## src/rtl/pattern_encoder_pkg.sv

```systemverilog
// Packet layout and FSM encodings shared by the pattern encoder and its matching packet decoder.
package pattern_encoder_pkg;

    localparam int PKT_DATA_BIT = 32;
    localparam int PKT_PACK_NUM = 1 + 2 * PKT_DATA_BIT / 8;

    localparam int CMD_START_BIT = 0;
    localparam int CMD_STOP_BIT  = 1;
    localparam int CMD_MODE_BIT  = 2;
    localparam int CMD_SEL_LSB   = 4;
    localparam int CMD_SEL_MSB   = 7;

    typedef enum logic [2:0] {
        S_IDLE = 3'd0,
        S_SEND = 3'd1,
        S_WAIT = 3'd2,
        S_GAP  = 3'd3,
        S_DONE = 3'd4
    } state_t;

    function automatic logic [7:0] pack_cmd_byte(input logic [3:0] sel,
                                                 input logic       start,
                                                 input logic       stop,
                                                 input logic       mode);
        logic [7:0] b;
        b = '0;
        b[CMD_SEL_MSB:CMD_SEL_LSB] = sel;
        b[CMD_START_BIT]           = start;
        b[CMD_STOP_BIT]            = stop;
        b[CMD_MODE_BIT]            = mode;
        return b;
    endfunction

endpackage

```

## src/rtl/pattern_encoder.sv

```systemverilog
// Packs one channel command into a PACK_NUM-byte packet and streams it, byte 0 first,
// to a UART transmitter through a start / done-tick handshake.
module pattern_encoder
    import pattern_encoder_pkg::*;
#(
    parameter int DATA_BIT = PKT_DATA_BIT,
    parameter int PACK_NUM = PKT_PACK_NUM,
    parameter int TX_GAP   = 0
) (
    input  logic                clk,
    input  logic                rst_n,
    input  logic                i_load,
    input  logic [DATA_BIT-1:0] i_output_pattern,
    input  logic [DATA_BIT-1:0] i_freq_pattern,
    input  logic [3:0]          i_sel_out,
    input  logic                i_cmd_start,
    input  logic                i_cmd_stop,
    input  logic                i_cmd_mode,
    input  logic                i_tx_done_tick,
    output logic [7:0]          o_tx_data,
    output logic                o_tx_start,
    output logic                o_busy,
    output logic                o_done_tick
);

    localparam int SHIFT_W = PACK_NUM * 8;
    localparam int CNT_W   = (PACK_NUM > 1) ? $clog2(PACK_NUM) : 1;
    localparam int GAP_W   = (TX_GAP > 1) ? $clog2(TX_GAP) : 1;
    localparam logic [CNT_W-1:0] LAST_BYTE = CNT_W'(PACK_NUM - 1);
    localparam logic [GAP_W-1:0] GAP_LAST  = GAP_W'((TX_GAP > 0) ? TX_GAP - 1 : 0);

    state_t             state;
    logic [CNT_W-1:0]   byte_cnt;
    logic [GAP_W-1:0]   gap_cnt;
    logic [SHIFT_W-1:0] shift_reg;
    logic               accept;
    logic               last_byte;
    logic               advance;

    assign accept    = (state == S_IDLE) && i_load;
    assign last_byte = (byte_cnt == LAST_BYTE);
    assign advance   = (state == S_WAIT) && i_tx_done_tick && !last_byte;

    // Packet payload only; its contents are meaningless until the FSM has accepted a load.
    always_ff @(posedge clk) begin
        if (accept) begin
            shift_reg <= {pack_cmd_byte(i_sel_out, i_cmd_start, i_cmd_stop, i_cmd_mode),
                          i_output_pattern, i_freq_pattern};
        end else if (advance) begin
            shift_reg <= {shift_reg[SHIFT_W-9:0], 8'h00};
        end
    end

    always_ff @(posedge clk or negedge rst_n) begin
        if (!rst_n) begin
            state       <= S_IDLE;
            byte_cnt    <= '0;
            gap_cnt     <= '0;
            o_tx_data   <= 8'h00;
            o_tx_start  <= 1'b0;
            o_busy      <= 1'b0;
            o_done_tick <= 1'b0;
        end else begin
            o_tx_start  <= 1'b0;
            o_done_tick <= 1'b0;
            case (state)
                S_IDLE: begin
                    if (i_load) begin
                        byte_cnt <= '0;
                        gap_cnt  <= '0;
                        o_busy   <= 1'b1;
                        state    <= S_SEND;
                    end
                end
                S_SEND: begin
                    o_tx_data  <= shift_reg[SHIFT_W-1 -: 8];
                    o_tx_start <= 1'b1;
                    state      <= S_WAIT;
                end
                S_WAIT: begin
                    // The done tick is registered straight into o_done_tick so that S_DONE
                    // is the single cycle in which the pulse is visible and loads are refused.
                    if (i_tx_done_tick) begin
                        if (last_byte) begin
                            o_done_tick <= 1'b1;
                            o_busy      <= 1'b0;
                            state       <= S_DONE;
                        end else begin
                            byte_cnt <= byte_cnt + 1'b1;
                            gap_cnt  <= '0;
                            state    <= (TX_GAP == 0) ? S_SEND : S_GAP;
                        end
                    end
                end
                S_GAP: begin
                    if (gap_cnt == GAP_LAST) begin
                        state <= S_SEND;
                    end else begin
                        gap_cnt <= gap_cnt + 1'b1;
                    end
                end
                S_DONE: begin
                    state <= S_IDLE;
                end
                default: begin
                    state <= S_IDLE;
                end
            endcase
        end
    end

endmodule

```

## config.mk

```make
export PLATFORM = sky130hd
export DESIGN_NAME = pattern_encoder
export DESIGN_NICKNAME = d
export VERILOG_FILES = /design/src/rtl/pattern_encoder_pkg.sv /design/src/rtl/pattern_encoder.sv
export SDC_FILE = /design/constraint.sdc
export NUM_CORES = 1
export LEC_CHECK = 0
export CAP_MARGIN = 40
export CORE_MARGIN = 2
export CORE_UTILIZATION = 50
export CTS_CLUSTER_DIAMETER = 60
export CTS_CLUSTER_SIZE = 12
export DETAILED_ROUTE_END_ITERATION = 8
export PLACE_DENSITY = 0.8
export SYNTH_ARGS = -nofsm -noshare
export SYNTH_HDL_FRONTEND = slang
export SYNTH_SLANG_ARGS = --single-unit
```

## constraint.sdc

```tcl
create_clock -name clk -period 3.83 [get_ports clk]
set_clock_uncertainty 0.15 [all_clocks]
set_input_delay 0.5745 -clock clk [delete_from_list [all_inputs] [get_ports clk]]
set_output_delay 0.5745 -clock clk [all_outputs]
set_load 0.01 [all_outputs]
```

==> out/summary.txt, run 1 <==
die area: 8100 um^2
clk root buf: clkbuf_8
drt initial violations: 155
effective utilization at floorplan: 51.3%
Inserted Diodes: 0
Max Freq: 403 MHz
vias in the first global route: 2,147
hold_ws: 0.330 ns
post-CTS setup buffer count: 0
Final Hold Viols: 0
gate count after technology mapping: 223
CTS Hold Bufs: 0
Via density: 5.43
max-cap violation count: 0
post-synthesis xor/xnor area fraction: 0%
Final setup viols: 0
CTS tree: built
CP Capture Type: register
antenna violations before repair: 0
critical path type: in2reg
Seq/Total Area, Yosys: 70.3%
fin area: 4800 um^2
DRC: 0
cell chain of the critical path: clkdlybuf4s50_1 > and4bb_2 > a21oi_2 > inv_2 > buf_12
first-pass GRT wire length: 10,400 um
Ys Warns: 0
sequential cell area: 2600 um^2
clk sinks: 90
Post-Synth Simple-Gate Area: 4.67%
layout cell share with drive strength beyond 1: 10.9%
core outline area: 7210 um^2
measured slew at the worst slew-check pin: 0.788 ns
die span in y: 90.0 um
Clock Latency Late Sink: 0.34 ns
area delta synth->final: 29.6%
setup TNS: 0 ns
number of synthesized flops with an enable pin: 71
Synth Area in Compound Gates: 17.3%
Cell Area, Synth: 3700 um^2
drt first pass iters: 4
nets: 384
area leader, netlist: edfxtp_1
Tightest Hold Check Type: reg2reg
CTS Buffer Depth: 2
placer congestion estimate: 0.714
run status: complete, no violations
Total Routing Usage GR: 16.5%
WP buf/inv: 3
CP top delay family: buffers and inverters
H-tree depth reported by CTS: 3
buffers added on ports: 85
post-CTS resize count: 0
CP Data Arrival Time: 2.36 ns
routed vias: 2,230
Worst Path Required: 3.71 ns
Async SR Flop Fraction: 20.0%
crit start category: primary input
Placed Instance Area: 4610 um^2
syn_area_per_cell: 16.6 um^2
CTS Buf Count: 9
Max Transition Viols Final: 0
min Tclk post-route: 2.48 ns
relative slew slack: 47.3%
syn_nets: 300
critical path's slowest cell: clkdlybuf4s50_1
chip width: 90.0 um
flops & latches, synth: 90
critical path peak fanout: 46
multiplexer share of the synthesized area: 3.01%
Worst IR Drop VDD: 0.000302 V
Synth Flop Type: edfxtp_1
hpwl dp: 4210 um
largest family of logic cells by synthesized area: compound AO/OA/AOI/OAI gates
CP peak stage delay: 0.57 ns
Leakage: 0.00176 uW
post-synthesis adder-cell area fraction: 0.676%
commonest non-fill, non-tap cell in the layout: clkdlybuf4s50_1
Hold Path Cell Cnt: 1
top cell type's share of synthesized area: 57.6%
I/O pin count: 86
Distinct cells, synth: 32
commonest cells after routing, fill and taps aside: 85 x clkdlybuf4s50_1, 71 x edfxtp_1, 64 x a22o_1
GR Overflow Total: 0
area of the multi-input gates: 962 um^2
synth top area cells: edfxtp_1 58%, a22o_1 15%, dfrtp_1 12%
worst reg2reg setup slack: 1.58 ns
Fillers: 548
WL per Instance: 15.9 um
setup repair after global routing missed its margin: false
Worst Reg-to-Reg Cells: 6
logic depth of the worst path, buffers included: 5
Pwr Density: 687 nW/um^2
final worst path period share: 64.7%
largest net degree at the start of global routing: 74
final WL: 6540 um
number of flip-flops in the largest register: 72
Cell Rows: 31
Antenna Nets Post-Route: 0
Worst-path clk slew: 0.08 ns
through the flow:
stage                     total power, uW  instances  setup WS (ns)  util (%)
after floorplan                      2380        223          0.835         -
after global placement               2670        395           1.04      63.9
after detailed placement             2710        395          0.975      63.9
after CTS                            3330        411           1.34      66.5
after global routing                 3470        411           1.26      66.5
final                                3300        411           1.35      66.5
Yosys cell counts, types with 2 or more instances:
cell type,count
a21oi_1,5
dfrtp_1,18
a22o_1,64
ha_1,2
mux2_2,9
nand3_1,2
nand3b_1,2
inv_1,4
and2_1,8
edfxtp_1,71
nor2_1,4
o21ai_0,2
buf_2,2
buf_4,7
buf_6,6
power breakdown:
part / internal, uW / total (uW) / switching, uW / leakage (uW)
clock: 300 / 620 / 320 / 0.0000893
sequential: 1580 / 1720 / 146 / 0.000928
combinational: 475 / 953 / 478 / 0.000741
total: 2350 / 3300 / 944 / 0.00176
area by class of cell:
type	instances	area share, %
Clock buffer	11	2.74
Clock inverter	5	1.15
Inverter	4	0.313
Multi-Input combinational cell	113	20.1
Sequential cell	90	54.3
Tap cell	99	2.58
Timing Repair Buffer	89	18.9
metal layers:
metal | track usage (%) | vias up | part of all wire (%)
met5 | 0 | - | 0
met4 | 6.92 | 0 | 1.0
met3 | 5.36 | 6 | 7.8
met2 | 24.5 | 81 | 46
met1 | 22.4 | 1076 | 45
li1 | - | 1067 | -
kinds of logic (layout without fill, tap and decap cells):
logic type / count (synthesis) / after routing
buffers and inverters: 20 / 109
and+or+nand+nor: 25 / 25
muxes: 10 / 10
adders and majority gates: 2 / 2
DFF: 90 / 90
AOI/OAI and AO/OA: 76 / 76
worst reg2reg max path, stage by stage, from the launching register on:
cell	delay, ns
dfrtp_1	0.40
inv_1	0.06
ha_1	0.20
nand3b_1	0.19
a21oi_2	0.12
inv_2	0.46
buf_12	0.34
final timing paths:
kind,to,startpoint
max,shift_reg[6],i_tx_done_tick
min in group asynchronous,o_tx_start,rst_n
max reg2reg,shift_reg[6],byte_cnt[0]
max in group asynchronous,o_tx_data[1],rst_n
min reg2reg,o_tx_data[1],shift_reg[65]
min,o_tx_data[1],shift_reg[65]
Power figures use the tool's default switching activity.
==> run 2: changes to the inputs <==
==> constraint.sdc (replaced) <==
create_clock -name clk -period 2.5 [get_ports clk]
set_clock_uncertainty 0.15 [all_clocks]
set_input_delay 0.375 -clock clk [delete_from_list [all_inputs] [get_ports clk]]
set_output_delay 0.375 -clock clk [all_outputs]
set_load 0.01 [all_outputs]
==> run 2 against run 1 <==
Effect of this change: combinational power up 65%; final area up 3.1%; sequential cell count unchanged; utilization up 2.1 points; largest cell class unchanged; highest routed layer unchanged; die area unchanged; final cell count up 0.97%; clock power up 100%; sequential share of layout area down 1.6 points; global-route usage up 1.1 points; worst hold slack better by 0.0051 ns.
==> out/summary.txt, run 2 (synthesis gave the netlist of run 1 again) <==
run status: complete, no violations
R2R Path Start: byte_cnt[0]
CP startpoint: byte_cnt[0]
Final setup viols: 0 (unchanged)
drt first pass iters: 4 (unchanged)
buffers added on ports: 85 (unchanged)
CTS Buffer Depth: 2 (unchanged)
CTS tree: built
measured slew at the worst slew-check pin: 0.794 ns (+0.00625 ns)
CP Capture Type: register
max-cap violation count: 0 (unchanged)
Tightest Hold Check Type: in2async
Clock Latency Late Sink: 0.34 ns (about the same)
vias in the first global route: 2,271 (+5.8%)
post-layout total power: 5480 uW (+66%)
met2 usage: 27.3% (+2.8 points)
number of flip-flops in the largest register: 72 (unchanged)
Via density: 5.40 (-0.52%)
Total Routing Usage GR: 17.6% (+1.1 points)
nets: 388 (+1.0%)
I/O pin count: 86 (unchanged)
min Tclk post-route: 2.17 ns
crit start category: register
grt met3 use: 5.36% (unchanged)
worst reg2reg setup slack: 0.33 ns (-1.25 ns)
Max Transition Viols Final: 0 (unchanged)
critical path peak fanout: 27 (-41%)
worst slack at placement: 0.149 ns (-0.825 ns)
Clock power frac: 23.0% (+4.2 points)
die area: 8100 um^2 (unchanged)
CTS Hold Bufs: 0 (unchanged)
commonest cells after routing, fill and taps aside: 85 x clkdlybuf4s50_1, 71 x edfxtp_1, 64 x a22o_1
CTS Buf Count: 9 (unchanged)
Final WS setup: 0.334 ns (-1.02 ns)
Antenna Nets Post-Route: 0 (unchanged)
chip width: 90.0 um (unchanged)
clk sinks: 90 (unchanged)
commonest non-fill, non-tap cell in the layout: clkdlybuf4s50_1
Placed Instance Area: 4680 um^2 (+1.5%)
Final Hold Viols: 0 (unchanged)
sequential fraction of design power: 48.4% (-3.9 points)
CP Data Arrival Time: 2.11 ns (-0.25 ns)
Max Freq: 462 MHz
grt met1 use: 23.8% (+1.3 points)
relative slew slack: 46.9% (-0.42 points)
Internal: 3990 uW (+70%)
hpwl dp: 4690 um (+11%)
drt initial violations: 122 (-21%)
die span in y: 90.0 um (unchanged)
DRC: 0 (unchanged)
power share of the combinational group: 28.6% (-0.3 points)
Cell Rows: 31 (unchanged)
Pwr Density: 1110 nW/um^2 (+61%)
reg2reg end: shift_reg[57]
Worst Path Required: 2.45 ns (-1.26 ns)
switching power: 1490 uW (+58%)
final WL: 6880 um (+5.3%)
final worst path period share: 86.7%
clk root buf: clkbuf_8
GR Overflow Total: 0 (unchanged)
Leakage: 0.00182 uW (+3.6%)
Worst-path clk slew: 0.09 ns (about the same)
Inserted Diodes: 0 (unchanged)
routed vias: 2,240 (+0.45%)
placer congestion estimate: 0.743 (+4.0%)
effective utilization at floorplan: 51.3% (unchanged)
antenna violations before repair: 0 (unchanged)
critical path type: reg2reg
Top Usage Layer GRT: met2
layout cell share with drive strength beyond 1: 12.3% (+1.4 points)
WL per Instance: 16.6 um (+4.3%)
largest net degree at the start of global routing: 74 (unchanged)
Worst IR Drop VDD: 0.000433 V (+43%)
area delta synth->final: 33.6%
H-tree depth reported by CTS: 3 (unchanged)
post-CTS resize count: 0 (unchanged)
setup repair after global routing missed its margin: false
fraction of power spent switching nets: 27.2% (-1.4 points)
post-CTS setup buffer count: 0 (unchanged)
first-pass GRT wire length: 11,300 um (+8.0%)
core outline area: 7210 um^2 (unchanged)
Worst Reg-to-Reg Cells: 6 (unchanged)
hold_ws: 0.335 ns (+0.00514 ns)
setup TNS: 0 ns (unchanged)
fin area: 4940 um^2 (+3.1%)
==> run 2: changes by cell type in the layout (fill, tap and decap cells not counted) <==
cell	delta
buf_12	+3
bufinv_16	+3
clkbuf_1	-2
clkinv_2	-2
buf_4	+1
clkinv_1	+1
inv_2	-1
inv_6	+1
==> run 2: critical path, stage by stage, from the launching register on <==
cell and delay, ns:
dfrtp_1 0.42, inv_1 0.07, ha_1 0.17, nand3b_1 0.19, a21oi_2 0.31, clkinvlp_4 0.33, buf_12 0.27
==> run 2: area by class of cell <==
| cell class | count | area (um^2) |
|---|---|---|
| Clock buffer | 9 | 124 |
| Clock inverter | 7 | 140 |
| Fill cell | 531 | 2270 |
| Inverter | 4 | 18.8 |
| Multi-Input combinational cell | 113 | 962 |
| Sequential cell | 90 | 2600 |
| Tap cell | 99 | 124 |
| Timing Repair Buffer | 93 | 973 |
==> run 2: worst max path at each step <==
stage,end,slack [ns],depth (start not counted)
after global placement,shift_reg[61],0.18,5
after CTS,shift_reg[68],0.30,6
final,shift_reg[57],0.33,6
after detailed placement,shift_reg[69],0.15,5
after global routing,shift_reg[57],0.14,6
after floorplan,shift_reg[0],-0.12,5
==> run 2: stage by stage <==
| stage | std cells | util [%] |
|---|---|---|
| 3_3_place_gp | 399 | 64.9 |
| 3_5_place_dp | 399 | 64.9 |
| 2_1_floorplan | 223 | - |
| 5_1_grt | 415 | 68.5 |
| 6_report | 415 | 68.5 |
| 4_1_cts | 415 | 68.5 |
==> run 2: power by group through the flow <==
stage / combinational, uW / clock (uW) / sequential [uW]
after floorplan: 987 / 0 / 2660
after global placement: 1530 / 0 / 2660
after detailed placement: 1590 / 0 / 2690
after CTS: 1590 / 1280 / 2660
after global routing: 1720 / 1350 / 2720
final: 1570 / 1260 / 2650
==> run 2: layer usage <==
| layer | vias to the layer above | part of all wire [%] | wire length, um |
|---|---|---|---|
| met4 | 0 | 1.2 | 84 |
| met3 | 9 | 7.3 | 504 |
| li1 | 1078 | - | - |
| met5 | - | 0 | 0 |
| met1 | 1079 | 44 | 3030 |
| met2 | 74 | 47 | 3270 |
